===== src/rtl/lock_code_entry_pkg.sv =====
// Shared definitions for the passcode lock: FSM states, key-count constants
// and the power-on passcode.
package lock_code_entry_pkg;

    typedef enum logic [2:0] {
        ST_LOCKED   = 3'd0,
        ST_ENTRY    = 3'd1,
        ST_CHECK    = 3'd2,
        ST_UNLOCKED = 3'd3,
        ST_ERROR    = 3'd4
    } lock_state_t;

    localparam int KEY_WIDTH           = 4;
    localparam int KEY_CODE_LENGTH     = 4;
    localparam int KEY_DIGIT_BITS      = $clog2(KEY_WIDTH);
    localparam int LOCK_TIMEOUT_CYCLES = 1000;
    localparam int LOCK_ERROR_CYCLES   = 50;

    // First digit sits in the most significant field: 0,1,2,3.
    localparam logic [KEY_CODE_LENGTH*KEY_DIGIT_BITS-1:0] LOCK_DEFAULT_CODE = 8'h1B;

    function automatic int max_int(input int a, input int b);
        return (a > b) ? a : b;
    endfunction

endpackage


===== src/rtl/lock_code_entry_if.sv =====
// Signal bundle between the button monitor / code source and the lock.
interface lock_code_entry_if
    import lock_code_entry_pkg::*;
#(
    parameter int WIDTH       = KEY_WIDTH,
    parameter int CODE_LENGTH = KEY_CODE_LENGTH,
    parameter int DIGIT_BITS  = $clog2(WIDTH)
);
    // keyEdge carries single-cycle press pulses with no back-pressure: any
    // nonzero cycle is one press and is consumed on that edge; codeLoad is a
    // level sampled every edge and acted on only while unlocked.
    logic [WIDTH-1:0]                  keyEdge;
    logic [CODE_LENGTH*DIGIT_BITS-1:0] codeIn;
    logic                              codeLoad;
    logic                              locked;
    logic                              unlocked;
    logic                              error;
    logic [$clog2(CODE_LENGTH+1)-1:0]  digitCount;
    lock_state_t                       state;

    modport master (
        output keyEdge, codeIn, codeLoad,
        input  locked, unlocked, error, digitCount, state
    );

    modport slave (
        input  keyEdge, codeIn, codeLoad,
        output locked, unlocked, error, digitCount, state
    );
endinterface


===== src/rtl/lock_code_entry_key_onehot_encoder.sv =====
// Turns a press vector into a key index; multi-key presses report digit 0
// and raise multi so the entry can be poisoned.
module key_onehot_encoder #(
    parameter int WIDTH      = 4,
    parameter int DIGIT_BITS = $clog2(WIDTH)
) (
    input  logic [WIDTH-1:0]      key,
    output logic [DIGIT_BITS-1:0] digit,
    output logic                  multi,
    output logic                  any
);
    logic [DIGIT_BITS-1:0] idx;

    // OR of set-bit indices is exact for one-hot input; multi masks the rest.
    always_comb begin
        idx = '0;
        for (int i = 0; i < WIDTH; i++) begin
            if (key[i]) idx = idx | DIGIT_BITS'(i);
        end
    end

    assign multi = (key & (key - 1'b1)) != '0;
    assign any   = key != '0;
    assign digit = multi ? '0 : idx;
endmodule


===== src/rtl/lock_code_entry.sv =====
// Passcode lock: collects CODE_LENGTH key digits, checks them against a
// reprogrammable stored code and reports locked/unlocked/error.
module lock_code_entry
    import lock_code_entry_pkg::*;
#(
    parameter int WIDTH          = KEY_WIDTH,
    parameter int CODE_LENGTH    = KEY_CODE_LENGTH,
    parameter int DIGIT_BITS     = $clog2(WIDTH),
    parameter logic [CODE_LENGTH*DIGIT_BITS-1:0] DEFAULT_CODE = LOCK_DEFAULT_CODE,
    parameter int TIMEOUT_CYCLES = LOCK_TIMEOUT_CYCLES,
    parameter int ERROR_CYCLES   = LOCK_ERROR_CYCLES
) (
    input logic             clock,
    input logic             reset,
    lock_code_entry_if.slave bus
);
    localparam int CODE_W  = CODE_LENGTH * DIGIT_BITS;
    localparam int CNT_W   = $clog2(CODE_LENGTH + 1);
    localparam int TIMER_W = $clog2(max_int(TIMEOUT_CYCLES, ERROR_CYCLES) + 1);

    lock_state_t         state, state_nxt;
    logic [CODE_W-1:0]   entry_code, entry_nxt;
    logic [CODE_W-1:0]   stored_code, stored_nxt;
    logic [CNT_W-1:0]    count, count_nxt;
    logic                bad, bad_nxt;
    logic [TIMER_W-1:0]  timer, timer_nxt;
    logic                locked_q, unlocked_q, error_q;

    logic [DIGIT_BITS-1:0] digit;
    logic                  multi;
    logic                  press;

    key_onehot_encoder #(.WIDTH(WIDTH), .DIGIT_BITS(DIGIT_BITS)) u_enc (
        .key   (bus.keyEdge),
        .digit (digit),
        .multi (multi),
        .any   (press)
    );

    always_ff @(posedge clock) begin
        if (!reset) begin
            state       <= ST_LOCKED;
            entry_code  <= '0;
            stored_code <= DEFAULT_CODE;
            count       <= '0;
            bad         <= 1'b0;
            timer       <= '0;
            locked_q    <= 1'b1;
            unlocked_q  <= 1'b0;
            error_q     <= 1'b0;
        end else begin
            state       <= state_nxt;
            entry_code  <= entry_nxt;
            stored_code <= stored_nxt;
            count       <= count_nxt;
            bad         <= bad_nxt;
            timer       <= timer_nxt;
            // Status flags follow the state register, so they trail it by one edge.
            locked_q    <= (state == ST_LOCKED) || (state == ST_ENTRY) || (state == ST_CHECK);
            unlocked_q  <= (state == ST_UNLOCKED);
            error_q     <= (state == ST_ERROR);
        end
    end

    always_comb begin
        state_nxt  = state;
        entry_nxt  = entry_code;
        stored_nxt = stored_code;
        count_nxt  = count;
        bad_nxt    = bad;
        timer_nxt  = timer;

        unique case (state)
            ST_LOCKED: begin
                if (press) begin
                    state_nxt = ST_ENTRY;
                    entry_nxt = (entry_code << DIGIT_BITS) | CODE_W'(digit);
                    count_nxt = CNT_W'(1);
                    bad_nxt   = multi;
                    timer_nxt = '0;
                end
            end
            ST_ENTRY: begin
                if (press) begin
                    entry_nxt = (entry_code << DIGIT_BITS) | CODE_W'(digit);
                    count_nxt = count + 1'b1;
                    bad_nxt   = bad | multi;
                    timer_nxt = '0;
                    if (count + 1'b1 == CNT_W'(CODE_LENGTH)) state_nxt = ST_CHECK;
                end else if (timer == TIMER_W'(TIMEOUT_CYCLES - 1)) begin
                    state_nxt = ST_LOCKED;
                    entry_nxt = '0;
                    count_nxt = '0;
                    bad_nxt   = 1'b0;
                    timer_nxt = '0;
                end else if (timer != '1) begin
                    timer_nxt = timer + 1'b1;
                end
            end
            ST_CHECK: begin
                state_nxt = (entry_code == stored_code && !bad) ? ST_UNLOCKED : ST_ERROR;
                entry_nxt = '0;
                count_nxt = '0;
                bad_nxt   = 1'b0;
                timer_nxt = '0;
            end
            ST_UNLOCKED: begin
                if (bus.codeLoad) stored_nxt = bus.codeIn;
                if (bus.keyEdge[WIDTH-1]) state_nxt = ST_LOCKED;
            end
            ST_ERROR: begin
                if (timer == TIMER_W'(ERROR_CYCLES - 1)) begin
                    state_nxt = ST_LOCKED;
                    timer_nxt = '0;
                end else if (timer != '1) begin
                    timer_nxt = timer + 1'b1;
                end
            end
            default: state_nxt = ST_LOCKED;
        endcase
    end

    assign bus.locked     = locked_q;
    assign bus.unlocked   = unlocked_q;
    assign bus.error      = error_q;
    assign bus.digitCount = count;
    assign bus.state      = state;
endmodule

===== src/flat_wrapper.sv =====
// flat-port wrapper written by rule: the top's interface ports become plain ports
module lock_code_entry_flat import lock_code_entry_pkg::*;
#(
    parameter int WIDTH          = KEY_WIDTH,
    parameter int CODE_LENGTH    = KEY_CODE_LENGTH,
    parameter int DIGIT_BITS     = $clog2(WIDTH),
    parameter logic [CODE_LENGTH*DIGIT_BITS-1:0] DEFAULT_CODE = LOCK_DEFAULT_CODE,
    parameter int TIMEOUT_CYCLES = LOCK_TIMEOUT_CYCLES,
    parameter int ERROR_CYCLES   = LOCK_ERROR_CYCLES
)
  (clock, reset, bus_keyEdge, bus_codeIn, bus_codeLoad, bus_locked, bus_unlocked, bus_error, bus_digitCount, bus_state);
  lock_code_entry_if #(.WIDTH(WIDTH), .CODE_LENGTH(CODE_LENGTH), .DIGIT_BITS(DIGIT_BITS)) bus_i ();
  input logic clock;
  input logic reset;
  input wire logic [$bits(bus_i.keyEdge)-1:0] bus_keyEdge;
  input wire logic [$bits(bus_i.codeIn)-1:0] bus_codeIn;
  input wire logic [$bits(bus_i.codeLoad)-1:0] bus_codeLoad;
  output wire logic [$bits(bus_i.locked)-1:0] bus_locked;
  output wire logic [$bits(bus_i.unlocked)-1:0] bus_unlocked;
  output wire logic [$bits(bus_i.error)-1:0] bus_error;
  output wire logic [$bits(bus_i.digitCount)-1:0] bus_digitCount;
  output wire logic [$bits(bus_i.state)-1:0] bus_state;
  assign bus_i.keyEdge = bus_keyEdge;
  assign bus_i.codeIn = bus_codeIn;
  assign bus_i.codeLoad = bus_codeLoad;
  assign bus_locked = bus_i.locked;
  assign bus_unlocked = bus_i.unlocked;
  assign bus_error = bus_i.error;
  assign bus_digitCount = bus_i.digitCount;
  assign bus_state = bus_i.state;
  lock_code_entry #(.WIDTH(WIDTH), .CODE_LENGTH(CODE_LENGTH), .DIGIT_BITS(DIGIT_BITS), .DEFAULT_CODE(DEFAULT_CODE), .TIMEOUT_CYCLES(TIMEOUT_CYCLES), .ERROR_CYCLES(ERROR_CYCLES)) u_core (.clock(clock), .reset(reset), .bus(bus_i));
endmodule

===== config.mk =====
export PLATFORM = sky130hd
export DESIGN_NAME = lock_code_entry_flat
export DESIGN_NICKNAME = d
export VERILOG_FILES = /design/src/rtl/lock_code_entry_pkg.sv /design/src/rtl/lock_code_entry_if.sv /design/src/rtl/lock_code_entry_key_onehot_encoder.sv /design/src/rtl/lock_code_entry.sv /design/src/flat_wrapper.sv
export SDC_FILE = /design/constraint.sdc
export NUM_CORES = 1
export LEC_CHECK = 0
export CELL_PAD_IN_SITES_DETAIL_PLACEMENT = 0
export CELL_PAD_IN_SITES_GLOBAL_PLACEMENT = 1
export CORE_MARGIN = 1
export CORE_UTILIZATION = 41
export DETAILED_ROUTE_END_ITERATION = 8
export PLACE_DENSITY = 0.78
export RECOVER_POWER = 25
export SETUP_SLACK_MARGIN = 0.3
export SYNTH_ARGS = -nofsm -noshare
export SYNTH_HDL_FRONTEND = slang
export SYNTH_SLANG_ARGS = --single-unit

===== constraint.sdc =====
create_clock -name clock -period 2.6 [get_ports clock]
set_clock_uncertainty 0.1 [all_clocks]
set_input_delay 0.39 -clock clock [delete_from_list [all_inputs] [get_ports clock]]
set_output_delay 0.39 -clock clock [all_outputs]
set_load 0.02 [all_outputs]

==> flow_summary.toml, run 1 <==
[logic_synthesis]
synthTopCellsByCount = "dfxtp_1 (36), nand2_1 (26), nor2_1 (20), a21oi_1 (14), nand3_1 (11)"
synth_seq_cells = 36
seq_area_frac_synth = 0.373
netlist_area_mm2 = 0.00193
synth_cell_types = 54
synth_top_area_cell = "dfxtp_1"
ys_warn_count = 0
synth_enable_flop_cells = 0
yosysTopAreaCellShare = 0.373
postSynthNetCount = 243
async_flop_share = 0
synthCells = 224
synth_most_common_cell = "dfxtp_1"
synth_top_flop_cell = "dfxtp_1"
synth_area_leaders = "dfxtp_1 (37%), nand2_1 (5.1%), xnor2_1 (4.1%)"
syn_avg_cell_area_um2 = 8.62

[timing]
slew_headroom = 0.612
finalHoldViolCount = 0
drv_slew = 0
post-route-period-util = 0.846
max_freq_ghz = 0.455
tns_ns = 0
setup_viol = 0
period_needed_ns = 2.20
rsz0062_at_grt = "false"
hold_ws_ns = 0.376
setup_ws_ns = 0.401
worst_slew_pin_slew_ns = 0.581

[layout]
fillers = 443
layout-drive-gt1-share = 0.133
fin_area_mm2 = 0.00239
layout-area-overhead-vs-synth_pct = 23.9
finalNonFillerCells = 307
antenna_cells = 0
fin_nets = 273
utilization = 0.538

[die]
row_count = 24
io_pins = 24
start_util = 0.434
die_h_um = 70.6
fp.coreArea_mm2 = 0.00444
die-area_mm2 = 0.00499
die_w_um = 70.6

[detailed_routing]
vias = 1732
totalWireLength_mm = 4.53
wire_per_inst_um = 14.7
drt-pass1-iter-count = 6
drt_iter0_markers = 147
antenna_left = 0
drcViolationCount = 2
via_per_inst = 5.64

[power_and_ir_drop]
leakage_nw = 0.864
vdd_ir_drop_max_v = 0.000369
cellPowerDensity_mw_per_mm2 = 733
fin_total_pwr_mw = 1.75

[global_routing]
grt_pass1_vias = 1603
grt_max_degree = 23
antenna_found_initial = 0
grt_pass1_wl_mm = 7.84
use_met2 = 0.307
top_usage_layer = "met2"
grt_use_met3 = 0.0442
overflow = 0
track_usage = 0.199
grt_use_met1 = 0.277

[worst_setup_path]
critPathLaunch = "bus_keyEdge[1]"
r2r_end = "u_core.bus.state[0]"
cp_max_fo = 5
crit_required_ns = 2.69
rrSetupSlack_ns = 0.44
r2r_cells = 7
path_class = "primary input to flip-flop"
rr_startpoint = "u_core.timer[0]"
critPathLaunchType = "primary input"
endpoint_kind = "flip-flop"
arrival_ns = 2.29

[clock_network]
tritoncts = "done"
cts_root_buffer = "clkbuf_8"
cts-htree-levels = 2
clk_path_buf_depth = 2
clock_sinks = 36
clk_latency_ns = 0.29
numCtsBuffers = 5
clkTransAtPathRegs_ns = 0.08

[min_path]
min_from = "u_core.stored_code[2]"
hp-class = "flip-flop to flip-flop"
holdPathEnd = "u_core.stored_code[2]"
min_path_cells = 2

[outcome]
outcome = "complete, but fails checks"
violations = "design-rule violations"

[job]
drv_cap = 0

[place]
gp_congestion = 0.780
placedInstanceArea_mm2 = 0.00227
dpl.cell_count = 299
pre_cts_slack_ns = 0.0619
port_buffers = 23
place_hpwl_mm = 3.24
[flip-flops by register name (all words and copies together) (netlist names)]
name                   count
u_core.bus.unlocked        1
u_core.stored_code         8
u_core.bus.state           3
u_core.bus.digitCount      3
u_core.bad                 1
u_core.bus.locked          1
u_core.timer              10
u_core.bus.error           1
u_core.entry_code          8
[cells in the final DEF, fill, tap and decap left out, drive strengths merged, types with 3 or more instances in the layout]
master and count:
a21o 3, a22oi 7, o21ai 11, clkdlybuf4s50 17, nor2b 3, nand4 5, dfxtp 36, a211oi 3
nand2b 4, nand3 11, a22o 3, dlygate4sd3 6, o31ai 4, buf 11, inv 3, nor2 20
ha 4, xnor2 9, nand2 26, a21oi 14, nor3 8, clkbuf 6
[metal layers]
| layer | share of wire | vias up |
|---|---|---|
| met5 | 0 | - |
| met4 | 0.013 | 0 |
| met3 | 0.037 | 6 |
| met2 | 0.46 | 37 |
| met1 | 0.49 | 802 |
| li1 | - | 887 |
[layout make-up]
cell class | instances | area, µm² | area share
clock buffers | 5 | 68.8 | 0.0288
repair buffers | 35 | 329 | 0.138
well taps | 52 | 65.1 | 0.0272
clock inverters | 3 | 42.5 | 0.0178
flip-flops and latches | 36 | 721 | 0.301
inverters | 3 | 11.3 | 0.00471
multi-input cells | 173 | 1150 | 0.483
[timing repair]
| item | CTS | global route |
|---|---|---|
| buffers inserted | 0 | 0 |
| gates resized for setup | 0 | 1 |
| setup endpoints to repair | 0 | 1 |
| hold buffers | 0 | 0 |
[worst max path at each step]
stage / endpoint / slack, ns / cells after the start
4_1_cts: u_core.timer[8] / 0.35 / 5
3_3_place_gp: u_core.timer[8] / 0.16 / 5
3_5_place_dp: u_core.timer[8] / 0.06 / 5
6_report: u_core.timer[8] / 0.40 / 5
2_1_floorplan: u_core.timer[8] / 0.68 / 5
5_1_grt: u_core.stored_code[5] / 0.17 / 5
[worst max-delay path: stages]
cell	delay, ns
clkdlybuf4s50_1	0.53
or4_4	0.62
o32ai_4	0.33
a21oi_1	0.12
a2111oi_2	0.29
[report_power, final]
part | internal (mW) | switching [mW] | total, mW
Clock | 0.284 | 0.208 | 0.492
Combinational | 0.261 | 0.307 | 0.568
Sequential | 0.603 | 0.0893 | 0.693
Total | 1.15 | 0.605 | 1.75
[cell families (layout without fill, tap and decap cells)]
logic type      Yosys count  after routing  share of synthesized area
flops                    36             36                      0.373
compound gates           62             62                      0.234
xor+xnor                 10             10                     0.0454
fa+ha+maj                 6              6                     0.0363
buf+inv                  15             46                     0.0343
simple gates             94             94                      0.272
mux                       1              1                    0.00518
No activity file was read; power rests on OpenSTA's default activity.
==> run 2: changes to the inputs <==
==> constraint.sdc (replaced) <==
create_clock -name clock -period 2.1 [get_ports clock]
set_clock_uncertainty 0.1 [all_clocks]
set_input_delay 0.315 -clock clock [delete_from_list [all_inputs] [get_ports clock]]
set_output_delay 0.315 -clock clock [all_outputs]
set_load 0.02 [all_outputs]
==> run 2 against run 1 <==
The flow still finishes with violations (design-rule violations). Core utilization is 11 points higher. Global-route usage grew 1.4 points. Worst hold slack worse by 0.0050 ns. Via count grew 11%. Critical path depth is 1 higher. Design area rose by 20%. Sequential cell count did not move. Routed wire length increased by 14%. Sequential power up 23%. Sequential share of layout area fell by 4.0 points. Die area did not move. Largest cell class unchanged.
==> flow_summary.toml, run 2 (synthesis results as in run 1) <==
[clock_network]
hold_buffers = 0
clock_sinks = 36
cts_root_buffer = "clkbuf_8"
clk_path_buf_depth = 2
tritoncts = "done"
clkTransAtPathRegs_ns = 0.08
numCtsBuffers = 5
cts-htree-levels = 2
clk_latency_ns = 0.28

[worst_setup_path]
crit_end = "u_core.timer[6]"
critPathLaunchType = "flip-flop"
r2r_cells = 6
endpoint_kind = "flip-flop"
rr_startpoint = "u_core.bus.state[2]"
path_class = "flip-flop to flip-flop"
rrSetupSlack_ns = 0.21
arrival_ns = 1.97
cp_max_fo = 11
crit_required_ns = 2.18
critPathLaunch = "u_core.bus.state[2]"
r2r_end = "u_core.timer[6]"

[job]
drv_cap = 0

[layout]
reg.largest.list = "u_core.timer: 10 flops, u_core.entry_code: 8 flops, u_core.stored_code: 8 flops"
layout-drive-gt1-share = 0.352
max_flop_register = "u_core.timer"
final_cell_mix = "buf_4 (35), nand2_1 (25), dfxtp_1 (25)"
antenna_cells = 0
largest_reg_flops = 10
layout-area-overhead-vs-synth_pct = 48.7
finalNonFillerCells = 336
fin_nets = 302
layout_commonest_cell = "buf_4"

[timing]
rsz0062_at_grt = "true"
setup_viol = 0
drv_slew = 0
period_needed_ns = 1.89
worst_slew_pin_slew_ns = 0.456
post-route-period-util = 0.898
slew_headroom = 0.696
finalHoldViolCount = 0
max_freq_ghz = 0.530

[power_and_ir_drop]
vdd_ir_drop_max_v = 0.000470
seqPwrFrac = 0.366
clockPowerShare = 0.259
switchingPower_mw = 0.816
fin_total_pwr_mw = 2.33
sw_frac_of_total = 0.350
cellPowerDensity_mw_per_mm2 = 813
p_int_mw = 1.52
comb_power_share = 0.375
leakage_nw = 1.09

[die]
die-area_mm2 = 0.00499
die_w_um = 70.6
row_count = 24
die_h_um = 70.6
io_pins = 24
fp.coreArea_mm2 = 0.00444
start_util = 0.434

[global_routing]
overflow = 0
track_usage = 0.213
grt_pass1_vias = 1846
antenna_found_initial = 0
grt_pass1_wl_mm = 8.50
grt_max_degree = 23

[place]
gp_congestion = 0.828
place_hpwl_mm = 3.31
dpl.cell_count = 310
port_buffers = 23

[detailed_routing]
vias = 1924
wire_per_inst_um = 15.3
drcViolationCount = 4
drt-pass1-iter-count = 6
antenna_left = 0
totalWireLength_mm = 5.15
drt_iter0_markers = 110
via_per_inst = 5.73

[min_path]
hp-class = "flip-flop to flip-flop"
min_from = "u_core.stored_code[2]"

[outcome]
outcome = "complete, but fails checks"
violations = "design-rule violations"
-- run 2: timing repair --
action | 4_1_cts | 5_1_grt
pin swaps | 10 | 14
cloned | 1 | 0
gates resized for setup | 36 | 35
buffers inserted | 9 | 8
setup endpoints to repair | 18 | 34
-- run 2: cell type report --
class,instances,area [µm²]
fillers,379,1570
clock buffers,6,72.6
flip-flops and latches,36,749
multi-input cells,173,1370
inverters,3,13.8
repair buffers,64,571
well taps,52,65.1
clock inverters,2,35.0
-- run 2: worst min path at each step --
stage / cells after the start / endpoint / slack [ns]
2_1_floorplan: 2 / u_core.stored_code[0] / 0.34
3_3_place_gp: 2 / u_core.stored_code[5] / 0.36
3_5_place_dp: 2 / u_core.stored_code[2] / 0.36
4_1_cts: 2 / u_core.stored_code[2] / 0.37
5_1_grt: 2 / u_core.stored_code[6] / 0.40
6_report: 2 / u_core.stored_code[2] / 0.37
-- run 2: power by group through the flow --
stage / Combinational, mW / Sequential (mW) / Clock (mW)
after floorplan: 0.449 / 0.860 / 0
after global placement: 0.739 / 0.855 / 0
after detailed placement: 0.741 / 0.858 / 0
after CTS: 0.823 / 0.846 / 0.617
after global routing: 0.951 / 0.867 / 0.655
final: 0.874 / 0.855 / 0.605
-- run 2: routing by layer --
metal,vias up,track usage,share of wire
met5,-,0,0
li1,949,-,-
met2,47,0.360,0.49
met1,922,0.273,0.46
met4,0,0.0667,0.012
met3,6,0.0456,0.037
-- run 2: metrics by stage --
| step | instance area (µm²) | TNS, ns | setup slack [ns] | hold slack [ns] | util |
|---|---|---|---|---|---|
| 2_1_floorplan | 1930 | 0 | 0.259 | 0.339 | - |
| 3_3_place_gp | 2360 | -0.750 | -0.163 | 0.363 | 0.531 |
| 3_5_place_dp | 2360 | -1.13 | -0.207 | 0.364 | 0.531 |
| 4_1_cts | 2680 | 0 | 0.206 | 0.373 | 0.604 |
| 5_1_grt | 2870 | 0 | 0.138 | 0.400 | 0.646 |
| 6_report | 2870 | 0 | 0.213 | 0.371 | 0.646 |
-- run 2: worst max-delay path: stages (launching register included) --
cell	delay, ns
dfxtp_1	0.45
maj3_1	0.45
a21oi_4	0.21
nor2_1	0.09
buf_4	0.15
a21o_1	0.16
a22o_1	0.17
